### src/rtl/bp_read_sched.sv
// Branch-predictor read scheduler: a small FIFO of committed direction updates
// shares one BP/PC-file read slot with mispredict recovery (recovery wins).
module bp_read_sched #(
  parameter int DEPTH       = 4,
  parameter int FETCH_ID_W  = 5,
  parameter int FETCH_OFF_W = 3
) (
  input  logic                   clk,
  input  logic                   rst,

  input  logic                   IN_mispr_valid,
  input  logic [FETCH_ID_W-1:0]  IN_mispr_fetchID,
  input  logic                   IN_mispr_manual,

  input  logic                   IN_upd_valid,
  input  logic [FETCH_ID_W-1:0]  IN_upd_fetchID,
  input  logic [FETCH_OFF_W-1:0] IN_upd_offs,
  input  logic                   IN_upd_taken,
  output logic                   OUT_upd_ready,

  output logic                   OUT_bpRead_valid,
  output logic [FETCH_ID_W-1:0]  OUT_bpRead_addr,
  output logic                   OUT_pcRead_valid,
  output logic [FETCH_ID_W-1:0]  OUT_pcRead_addr,

  output logic                   OUT_act_valid,
  output logic                   OUT_act_isRec,
  output logic [FETCH_ID_W-1:0]  OUT_act_fetchID,
  output logic [FETCH_OFF_W-1:0] OUT_act_offs,
  output logic                   OUT_act_taken,

  output logic                   OUT_fetchLimit_valid,
  output logic [FETCH_ID_W-1:0]  OUT_fetchLimit_fetchID,
  output logic [$clog2(DEPTH+1)-1:0] OUT_pending
);

  localparam int PTR_W = $clog2(DEPTH);
  localparam int CNT_W = $clog2(DEPTH+1);

  logic [FETCH_ID_W-1:0]  idMem  [DEPTH];
  logic [FETCH_OFF_W-1:0] offMem [DEPTH];
  logic [DEPTH-1:0]       takenMem;

  logic [PTR_W-1:0] wrPtr;
  logic [PTR_W-1:0] rdPtr;
  logic [CNT_W-1:0] count;

  logic grantRec;
  logic grantUpd;
  logic doPush;
  logic doPop;

  logic                   actValid;
  logic                   actIsRec;
  logic [FETCH_ID_W-1:0]  actFetchID;
  logic [FETCH_OFF_W-1:0] actOffs;
  logic                   actTaken;

  // Ready depends only on the registered count, so a same-cycle pop never frees a slot.
  assign OUT_upd_ready = (count < CNT_W'(DEPTH));
  assign OUT_pending   = count;

  assign grantRec = IN_mispr_valid;
  assign grantUpd = !IN_mispr_valid && (count != '0);
  assign doPush   = IN_upd_valid && OUT_upd_ready;
  assign doPop    = grantUpd;

  always_comb begin
    OUT_bpRead_valid = 1'b0;
    OUT_bpRead_addr  = '0;
    OUT_pcRead_valid = 1'b0;
    OUT_pcRead_addr  = '0;
    if (grantRec) begin
      OUT_bpRead_valid = 1'b1;
      OUT_bpRead_addr  = IN_mispr_fetchID;
      OUT_pcRead_valid = !IN_mispr_manual;
      OUT_pcRead_addr  = IN_mispr_fetchID;
    end else if (grantUpd) begin
      OUT_bpRead_valid = 1'b1;
      OUT_bpRead_addr  = idMem[rdPtr];
      OUT_pcRead_valid = 1'b1;
      OUT_pcRead_addr  = idMem[rdPtr];
    end
  end

  // Fetch must not run past the oldest update that has not yet read its BP entry.
  always_comb begin
    OUT_fetchLimit_valid  = 1'b0;
    OUT_fetchLimit_fetchID = '0;
    if (count != '0) begin
      OUT_fetchLimit_valid   = 1'b1;
      OUT_fetchLimit_fetchID = idMem[rdPtr];
    end else if (IN_upd_valid) begin
      OUT_fetchLimit_valid   = 1'b1;
      OUT_fetchLimit_fetchID = IN_upd_fetchID;
    end
  end

  always_ff @(posedge clk) begin
    if (doPush) begin
      idMem[wrPtr]    <= IN_upd_fetchID;
      offMem[wrPtr]   <= IN_upd_offs;
      takenMem[wrPtr] <= IN_upd_taken;
    end
  end

  always_ff @(posedge clk) begin
    if (!rst) begin
      wrPtr <= '0;
      rdPtr <= '0;
      count <= '0;
    end else begin
      if (doPush) wrPtr <= wrPtr + PTR_W'(1);
      if (doPop)  rdPtr <= rdPtr + PTR_W'(1);
      case ({doPush, doPop})
        2'b10:   count <= count + CNT_W'(1);
        2'b01:   count <= count - CNT_W'(1);
        default: count <= count;
      endcase
    end
  end

  // Descriptor lines up with the one-cycle read latency of the BP and PC files.
  always_ff @(posedge clk) begin
    if (!rst) actValid <= 1'b0;
    else      actValid <= grantRec || grantUpd;
    actIsRec   <= grantRec;
    actFetchID <= OUT_bpRead_addr;
    actOffs    <= offMem[rdPtr];
    actTaken   <= takenMem[rdPtr];
  end

  assign OUT_act_valid   = actValid;
  assign OUT_act_isRec   = actIsRec;
  assign OUT_act_fetchID = actFetchID;
  assign OUT_act_offs    = actOffs;
  assign OUT_act_taken   = actTaken;

endmodule

### config.mk
export PLATFORM = sky130hd
export DESIGN_NAME = bp_read_sched
export DESIGN_NICKNAME = d
export VERILOG_FILES = /design/src/rtl/bp_read_sched.sv
export SDC_FILE = /design/constraint.sdc
export NUM_CORES = 1
export LEC_CHECK = 0
export ABC_AREA = 1
export CAP_MARGIN = 20
export CORE_ASPECT_RATIO = 0.8
export CORE_MARGIN = 3
export CORE_UTILIZATION = 49
export CTS_CLUSTER_SIZE = 8
export DETAILED_ROUTE_END_ITERATION = 6
export PLACE_DENSITY = 0.87
export SYNTH_ARGS = -nofsm -noshare
export SYNTH_HDL_FRONTEND = slang
export SYNTH_SLANG_ARGS = --single-unit
### constraint.sdc
create_clock -name clk -period 2.42 [get_ports clk]
set_input_delay 0.605 -clock clk [delete_from_list [all_inputs] [get_ports clk]]
set_output_delay 0.605 -clock clk [all_outputs]
set_load 0.1 [all_outputs]
Yosys cells after proc, flatten, opt, wreduce, memory -nomap -nowiden
Memories as Yosys holds them, arrays and structs flattened. A register that Yosys moved wholly into a read port is not among the register bits.
Cells that the tools add are included.

word-level totals
  output and inout port bits = 33
  register bits = 19
  memories kept = 2
  bits in writable memories = 32
  input bits = 19
  logic and storage cells = 47

cells by class
  reductions and logical operators = 8
  equality and inequality tests = 2
  add/subtract/negate cells = 4
  order comparisons = 4
  mux-type cells = 19

memories
  memory  words  bits a word  rd ports  clocked after Yosys merged registers in  write ports  line  source
  idMem   4      5            1         1                                        1            40    logic [FETCH_ID_W-1:0] idMem [DEPTH];
  offMem  4      3            1         1                                        1            41    logic [FETCH_OFF_W-1:0] offMem [DEPTH];

operators with widths
  cell                   number
  $mux W5                4
  $mux W1                9
  $lt A2 B3 Y1 const B   2
  $pmux W3 S2            1
  $add A2 B1 Y2 const B  2
  $bwmux W4              1
  $mux W2                2
  $add A3 B1 Y3 const B  1
  $logic_and A1 B1 Y1    3
  $lt A3 B3 Y1 const B   1
  $reduce_bool A3 Y1     1
  $sub A3 B1 Y3 const B  1
  $bmux W1 S2            1
  $demux W1 S2           1
  $eq A2 B1 Y1 const B   1
  $eq A2 B2 Y1 const B   1
  $ge A2 B1 Y1 const B   1
  $logic_not A1 Y1       2
  $reduce_bool A2 Y1     1
  $logic_or A1 B1 Y1     1

Depth between registers and ports, before layout
Gate-level depths: netlist of run 1.

  word-level depth = 5
  mapped depth = 13
  depth with buffers taken out = 13

Worst setup path before layout of run 1
No wires, ideal clock.

  kind = register to output
  start = register count[2], in the netlist OUT_pending[2]
  end = output port OUT_pcRead_addr[0]
  stages on the path, launching flop included = 6
  path slack = -1.944 ns
  buffers on the path = 1
  arrival = 3.759 ns
  data required time = 1.815 ns
  cells stage by stage = dfxtp_1 -> inv_2 -> nand2_4 -> nand2_2 -> o21ai_1 -> buf_4

between the ends
  word-level cells in the longest chain between the ends = 4

ends and longest elaborated chain
  what                    line  source
  start, declared         46    logic [CNT_W-1:0] count;
  start signal, assigned  116   2'b10: count <= count + CNT_W'(1);
  start signal, assigned  117   2'b01: count <= count - CNT_W'(1);
  start signal, assigned  118   default: count <= count;
  $reduce_bool A3 Y1      64    assign grantUpd = !IN_mispr_valid && (count != '0);
  $logic_and A1 B1 Y1     64
  $mux W5 (2 in series)   --
  end, declared           24    output logic [FETCH_ID_W-1:0] OUT_pcRead_addr,

Every way passes these cells.

Worst setup path after layout of run 1
  start = input port IN_mispr_valid
  end = output port OUT_pcRead_addr[3]

between the ends
  word-level cells in the longest chain between the ends = 4

ends and longest elaborated chain
  what                 line  source
  start, declared      11    input logic IN_mispr_valid,
  $logic_not A1 Y1     64
  $logic_and A1 B1 Y1  64
  $mux W5              --
  $mux W5 (*)          --

Every way passes the cells marked *; elsewhere a longest branch is shown, timed or not.

==> impl_metrics.env, run 1 <==
export IMPL_globalplace_congestion=0.802
export IMPL_worstPathRequired_ps=1810
export IMPL_worst_pin_slew_ps=406
export IMPL_final_hold_viol_count=0
export IMPL_synth_cells=204
export IMPL_drt_total_wl_um=4790
export IMPL_diodes=0
export IMPL_initial_core_util=0.529
export IMPL_synth_avg_cell_area_sq_um=11.3
export IMPL_viasPerCell=5.14
export IMPL_io_buffers=51
export IMPL_grt_start_max_net_pins=20
export IMPL_cp_start_kind="input port"
export IMPL_cts_buffers=5
export IMPL_hpwl_um=3450
export IMPL_cap_violations=0
export IMPL_grt_pass1_vias=1638
export IMPL_finalSetupViolCount=0
export IMPL_drc=0
export IMPL_finalNetCount=285
export IMPL_rsz0062_at_grt="no"
export IMPL_cts_tree="built"
export IMPL_relSlewSlack=0.729
export IMPL_whs_ps=523
export IMPL_path_max_fanout=9
export IMPL_clk_path_buf_depth=2
export IMPL_drive_above_1_share=0.310
export IMPL_rows=21
export IMPL_drt_pass1_iterations=4
export IMPL_die_h_um=67.4
export IMPL_worstSetupPathType="input port to primary output"
export IMPL_dieArea_sq_um=5570
export IMPL_area_delta_synth_final_pct=38.2
export IMPL_skew_ps=3.59
export IMPL_period_minus_slack_ps=2350
export IMPL_cts_sinks=56
export IMPL_synth_fp_nets=229
export IMPL_post_route_period_util=0.970
export IMPL_dr_total_vias=1635
export IMPL_antenna_found_initial=0
export IMPL_synthArstFlopShare=0
export IMPL_yosysWarningCount=0
export IMPL_synth_edff_count=36
export IMPL_max_freq_mhz=426
export IMPL_grt_overflow=0
export IMPL_h_tree_depth=2
export IMPL_path_clk_slew_ps=100
export IMPL_grt_pass1_wl_um=7720
export IMPL_postCtsSetupBuffers=0
export IMPL_worstHoldPathType="flop to flop"
export IMPL_fillers=297
export IMPL_final_area_sq_um=3190
export IMPL_synth_seq_area_share=0.642
export IMPL_cp_arrival_ps=1740
export IMPL_ys_ff_latch=56
export IMPL_drv_slew=0
export IMPL_worst_setup_path_end_kind="primary output"
export IMPL_netlist_area_sq_um=2310
export IMPL_core_sq_um=4360
export IMPL_root_buffer="clkbuf_8"
export IMPL_die_w_um=82.7
export IMPL_clock_latency_ps=310
export IMPL_first_iter_violations=131
export IMPL_holdBufCountCts=0
export IMPL_ys_flop_type="edfxtp_1"
export IMPL_synth_distinct_cells=25
export IMPL_track_usage=0.191
export IMPL_status="finished clean"
export IMPL_place_area_sq_um=3090
export IMPL_ant_nets=0
export IMPL_multiInputGateArea_sq_um=716
export IMPL_seq_area_sq_um=1490
export IMPL_io_pins=52
export IMPL_avgRoutedWirePerCell_um=15.1
==> area by class of cell <==
class	instances	share of cell area
clock inverter	3	0.00824
timing repair buffer	59	0.224
sequential	56	0.469
tap	57	0.0224
multi-input combinational	117	0.224
clock buffer	5	0.0216
inverter	21	0.0302
==> per-stage QoR <==
| stage | worst slack, ps | setup TNS, ps | std cells | utilization |
|---|---|---|---|---|
| 2_1_floorplan | -40.7 | -235 | 204 | - |
| 3_3_place_gp | 7.07 | 0 | 310 | 0.708 |
| 3_5_place_dp | -23.6 | -23.6 | 310 | 0.708 |
| 4_1_cts | 46.4 | 0 | 318 | 0.729 |
| 5_1_grt | 18.1 | 0 | 318 | 0.731 |
| 6_report | 73.3 | 0 | 318 | 0.731 |
==> cells by family (layout without fill, tap and decap cells) <==
family,Yosys count,after routing,share of synthesized area
simple gates,78,78,0.161
flops,56,56,0.642
compound gates,33,33,0.0835
buf+inv,31,88,0.0781
fa+ha+maj,6,6,0.0358
==> path summary, 6_finish.rpt <==
| kind | start | to | slack (ps) | cells after the start |
|---|---|---|---|---|
| max | IN_mispr_valid | OUT_pcRead_addr[3] | 70 | 5 |
| min | offMem[0][2] | OUT_act_offs[2] | 520 | 2 |
| min reg2reg | offMem[0][2] | OUT_act_offs[2] | 520 | 2 |
| max reg2reg | OUT_pending[2] | OUT_pending[2] | 580 | 12 |
==> worst max-delay path, stage by stage <==
cell,delay (ps)
clkdlybuf4s50_1,450
inv_2,140
nand2_8,110
o21ai_4,230
buf_12,210
==> flip-flops by register name (all words and copies together), names as in the netlist, 2 cells and up, named ones only <==
| register | cells |
|---|---|
| OUT_pending | 3 |
| wrPtr | 2 |
| rdPtr | 2 |
| OUT_act_offs | 3 |
| offMem | 12 |
| idMem | 20 |
| takenMem | 4 |
| OUT_act_fetchID | 5 |
==> synthesized netlist by cell type, types with 6 or more instances <==
master,count,area [sq um]
nand3_1,11,55.1
o21ai_0,7,35.0
nor2_1,14,52.6
a21oi_1,6,30.0
nand2_1,39,146
dfxtp_1,20,400
o21ai_1,10,50.1
o21ai_2,6,52.6
inv_1,16,60.1
buf_4,6,45.0
edfxtp_1,36,1080
==> cells in the final DEF, fill, tap and decap left out, drive strengths merged <==
cell type,n
a21oi,6
buf,41
clkbuf,5
clkdlybuf4s50,17
clkinv,1
dfxtp,20
dlymetal6s2s,1
edfxtp,36
fa,1
ha,5
inv,23
nand2,43
nand3,16
nand4,1
nor2,17
o21ai,23
o22ai,4
or2,1
==> timing repair <==
| action | CTS | global route |
|---|---|---|
| setup endpoints to repair | 0 | 14 |
| gates resized for setup | 0 | 3 |
| endpoints found under the hold margin | 0 | 0 |
==> per-layer routing <==
layer  vias to the layer above  wire, um  part of all wire  GRT usage
met3                         6       297             0.062     0.0533
li1                        796         -                 -          -
met2                        65      2430              0.51      0.320
met4                         0        56             0.012     0.0612
met1                       768      2010              0.42      0.240
met5                         -         0                 0          0
Power of run 1 is left out: the tool's default activity adds up to more than one toggle a clock period on the data nets, which glitch-free logic cannot reach.
==> run 2: changes to the inputs <==
--- a/config.mk
+++ b/config.mk
@@ -7,7 +7,6 @@
 export LEC_CHECK = 0
 export ABC_AREA = 1
 export CAP_MARGIN = 20
-export CORE_ASPECT_RATIO = 0.8
 export CORE_MARGIN = 3
 export CORE_UTILIZATION = 49
 export CTS_CLUSTER_SIZE = 8
==> run 2 against run 1 <==
Sequential share of layout area grew 0.46 points; utilization decreased by 2.1 points; clock-buffer cell count grew 1; cell area shrank 0.98%; non-clock buffer count fell by 1; global-route usage is 0.14 points lower; critical path type unchanged; largest cell class unchanged; highest routed layer unchanged.
==> impl_metrics.env, run 2 (synthesized netlist as in run 1, its figures left out) <==
export IMPL_track_usage=0.189
export IMPL_io_pins=52
export IMPL_skew_ps=6.27
export IMPL_regToRegSetupSlack_ps=600
export IMPL_diodes=0
export IMPL_path_clk_slew_ps=90
export IMPL_drt_pass1_iterations=4
export IMPL_cts_tree="built"
export IMPL_final_cell_mix="39 x nand2_1, 36 x edfxtp_1, 22 x buf_4"
export IMPL_post_cts_resize_count=0
export IMPL_io_buffers=51
export IMPL_clock_latency_ps=310
export IMPL_grt_pass1_wl_um=7700
export IMPL_dieArea_sq_um=5570
export IMPL_post_route_period_util=0.971
export IMPL_cts_sinks=56
export IMPL_postCtsSetupBuffers=0
export IMPL_worstHoldPathType="flop to flop"
export IMPL_worstPathRequired_ps=1810
export IMPL_rsz0062_at_grt="no"
export IMPL_drive_above_1_share=0.296
export IMPL_die_w_um=74.6
export IMPL_clk_path_buf_depth=2
export IMPL_cp_arrival_ps=1750
export IMPL_die_h_um=74.6
export IMPL_finalSetupViolCount=0
export IMPL_largest_reg_flops=20
export IMPL_viasPerCell=5.24
export IMPL_place_area_sq_um=3070
export IMPL_worstSetupPathType="input port to primary output"
export IMPL_drt_total_wl_um=4840
export IMPL_final_area_sq_um=3160
export IMPL_avgRoutedWirePerCell_um=15.5
export IMPL_relSlewSlack=0.778
export IMPL_drc=0
export IMPL_cap_violations=0
export IMPL_rows=24
export IMPL_ant_nets=0
export IMPL_grt_overflow=0
export IMPL_mostFrequentLayoutCell="nand2_1"
export IMPL_dr_total_vias=1636
export IMPL_grt_pass1_vias=1693
export IMPL_initial_core_util=0.519
export IMPL_max_freq_mhz=425
export IMPL_path_max_fanout=9
export IMPL_area_delta_synth_final_pct=36.8
export IMPL_holdBufCountCts=0
export IMPL_top_register="idMem"
export IMPL_fillers=296
export IMPL_cp_start_kind="input port"
export IMPL_drv_slew=0
export IMPL_first_iter_violations=72
export IMPL_globalplace_congestion=0.836
export IMPL_core_sq_um=4440
export IMPL_final_hold_viol_count=0
export IMPL_finalNetCount=284
export IMPL_worst_setup_path_end_kind="primary output"
export IMPL_hpwl_um=3490
export IMPL_root_buffer="clkbuf_8"
export IMPL_worst_pin_slew_ps=332
export IMPL_status="finished clean"
export IMPL_cts_buffers=5
export IMPL_period_minus_slack_ps=2350
export IMPL_antenna_found_initial=0
export IMPL_h_tree_depth=2
export IMPL_grt_start_max_net_pins=17
-- run 2: cell types whose count changed in the layout (fill, tap and decap cells not counted) --
| cell | change |
|---|---|
| clkinv_4 | -1 |
| dlymetal6s2s_1 | -1 |
| buf_4 | -1 |
| inv_6 | -2 |
| clkdlybuf4s50_1 | +1 |
| clkinv_1 | +2 |
| clkbuf_1 | +1 |
-- run 2: path summary, 6_finish.rpt --
| kind | from | end | cells past startpoint |
|---|---|---|---|
| setup / recovery | IN_mispr_valid | OUT_pcRead_addr[0] | 5 |
| hold / removal | offMem[0][0] | OUT_act_offs[0] | 2 |
| setup reg to reg | OUT_pending[2] | OUT_pending[2] | 12 |
| hold reg to reg | offMem[0][0] | OUT_act_offs[0] | 2 |
-- run 2: per-layer routing --
metal	wire length [um]	vias to the layer above	share of wire	GRT usage
li1	-	798	-	-
met1	1910	765	0.39	0.230
met2	2480	60	0.51	0.311
met3	340	13	0.070	0.0481
met4	115	0	0.024	0.101
met5	0	-	0	0
-- run 2: critical path, stage by stage --
cell and delay, ps:
clkdlybuf4s50_1 450, inv_2 150, nand2_8 110, o21ai_4 220, buf_12 210
-- run 2: stage by stage --
step	setup TNS, ps	setup slack (ps)	instances	util	hold slack [ps]
6_report	0	69.3	312	0.710	515
5_1_grt	0	5.07	312	0.710	559
4_1_cts	0	55.4	312	0.709	524
3_5_place_dp	-33.6	-33.6	304	0.691	496
3_3_place_gp	0	81.6	304	0.691	497
2_1_floorplan	-235	-40.7	204	-	472
-- run 2: layout make-up --
cell class                      count  area, sq um  area share
Clock buffer                        6         72.6      0.0230
Clock inverter                      2         7.51     0.00238
Inverter                           21         96.3      0.0305
Multi-Input combinational cell    117          716       0.227
Sequential cell                    56         1490       0.473
Tap cell                           52         65.1      0.0206
Timing Repair Buffer               58          706       0.224
Power of run 2 is left out for the same reason.
==> run 3: changes to the inputs <==
--- a/config.mk
+++ b/config.mk
@@ -6,11 +6,13 @@
 export NUM_CORES = 1
 export LEC_CHECK = 0
 export ABC_AREA = 1
+export ABC_CLOCK_PERIOD_IN_PS = 2420
 export CAP_MARGIN = 20
 export CORE_MARGIN = 3
 export CORE_UTILIZATION = 49
 export CTS_CLUSTER_SIZE = 8
 export DETAILED_ROUTE_END_ITERATION = 6
+export GPL_TIMING_DRIVEN = 0
 export PLACE_DENSITY = 0.87
 export SYNTH_ARGS = -nofsm -noshare
 export SYNTH_HDL_FRONTEND = slang
==> run 3 against run 2 <==
Worst hold slack better by 5.9 ps; wire length down 7.0%; global-route usage down 1.7 points.
==> impl_metrics.env, run 3 (synthesized netlist as in run 1, its figures left out) <==
export IMPL_status="finished clean"
export IMPL_seq_area_sq_um=1490
export IMPL_cts_buffers=5
export IMPL_drt_pass1_iterations=4
export IMPL_grt_pass1_wl_um=7090
export IMPL_worstPathRequired_ps=1810
export IMPL_area_delta_synth_final_pct=33.9
export IMPL_cts_sinks=56
export IMPL_relSlewSlack=0.346
export IMPL_setup_slack_ps=40.5
export IMPL_path_max_fanout=9
export IMPL_finalNetCount=286
export IMPL_cts_tree="built"
export IMPL_fillers=318
export IMPL_h_tree_depth=2
export IMPL_die_h_um=74.6
export IMPL_instances_no_fill=314
export IMPL_core_sq_um=4440
export IMPL_io_buffers=50
export IMPL_avgRoutedWirePerCell_um=14.3
export IMPL_period_minus_slack_ps=2380
export IMPL_crit_path_max_incr_delay_ps=360
export IMPL_largest_reg_flops=20
export IMPL_drc=0
export IMPL_mostFrequentLayoutCell="nand2_1"
export IMPL_initial_core_util=0.519
export IMPL_worst_pin_slew_ps=978
export IMPL_diodes=0
export IMPL_cp_arrival_ps=1770
export IMPL_cap_violations=0
export IMPL_io_pins=52
export IMPL_whs_ps=521
export IMPL_grt_overflow=0
export IMPL_track_usage=0.172
export IMPL_rsz0062_at_grt="no"
export IMPL_postCtsSetupBuffers=0
export IMPL_reg2reg_depth=13
export IMPL_grt_pass1_vias=1569
export IMPL_globalplace_congestion=0.796
export IMPL_worstHoldPathType="flop to flop"
export IMPL_max_freq_mhz=420
export IMPL_root_buffer="clkbuf_8"
export IMPL_dr_total_vias=1612
export IMPL_drive_above_1_share=0.256
export IMPL_ant_nets=0
export IMPL_viasPerCell=5.13
export IMPL_antenna_found_initial=0
export IMPL_cp_start_kind="input port"
export IMPL_hpwl_um=3160
export IMPL_grt_start_max_net_pins=18
export IMPL_worst_setup_path_end_kind="primary output"
export IMPL_rows=24
export IMPL_die_w_um=74.6
export IMPL_place_ws_ps=-1170
export IMPL_path_clk_slew_ps=90
export IMPL_dieArea_sq_um=5570
export IMPL_worstSetupPathType="input port to primary output"
export IMPL_post_route_period_util=0.983
export IMPL_crit_slowest_cell="dlygate4sd2_1"
export IMPL_final_hold_viol_count=0
export IMPL_path_cells="dlygate4sd2_1 -> inv_2 -> nand2_8 -> o21ai_4 -> buf_12 -> buf_6"
export IMPL_finalSetupTns_ps=0
export IMPL_final_cell_mix="39 x nand2_1, 36 x edfxtp_1, 27 x clkdlybuf4s50_1"
export IMPL_clock_latency_ps=310
export IMPL_clk_path_buf_depth=2
export IMPL_top_register="idMem"
export IMPL_place_inst=306
export IMPL_drv_slew=0
export IMPL_first_iter_violations=58
export IMPL_multiInputGateArea_sq_um=716
export IMPL_drt_total_wl_um=4500
export IMPL_skew_ps=5.85
export IMPL_hold_depth=2
export IMPL_finalSetupViolCount=0
[run 3: final timing paths]
check,to,slack [ps],startpoint
setup / recovery,OUT_pcRead_addr[2],40,IN_mispr_valid
hold / removal,OUT_act_taken,520,takenMem[0]
setup reg to reg,OUT_pending[2],650,OUT_pending[2]
hold reg to reg,OUT_act_taken,520,takenMem[0]
[run 3: critical path: cells and delay by family]
family / cells / cell delay, ps
AND/OR/NAND/NOR: 1 / 120
buffers and inverters: 4 / 870
AO/OA/AOI/OAI: 1 / 190
[run 3: stage by stage]
stage	cell area (sq um)	util
finish	3090	0.695
global route	3090	0.695
CTS	3070	0.691
detailed placement	3020	0.680
global placement	3020	0.680
floorplan	2450	-
[run 3: layout make-up]
type / instances / area share
inverter: 21 / 0.0304
multi-input combinational: 117 / 0.232
clock buffer: 6 / 0.0235
sequential: 56 / 0.484
buffer: 10 / 0.0494
clock inverter: 2 / 0.00527
tap: 52 / 0.0211
timing repair buffer: 50 / 0.155
[run 3: timing repair]
item                                    4_1_cts  5_1_grt
hold buffers                                  0        0
endpoints found under the setup margin       22       10
cloned                                        0        0
resized for setup                           108        7
[run 3: per-layer routing]
layer	global-route usage	routed length, um	vias to the layer above
met2	0.301	2280	47
met4	0.0593	51	0
li1	-	-	795
met1	0.206	1900	763
met3	0.0454	273	7
met5	0	0	-
Power of run 3 is left out for the same reason.
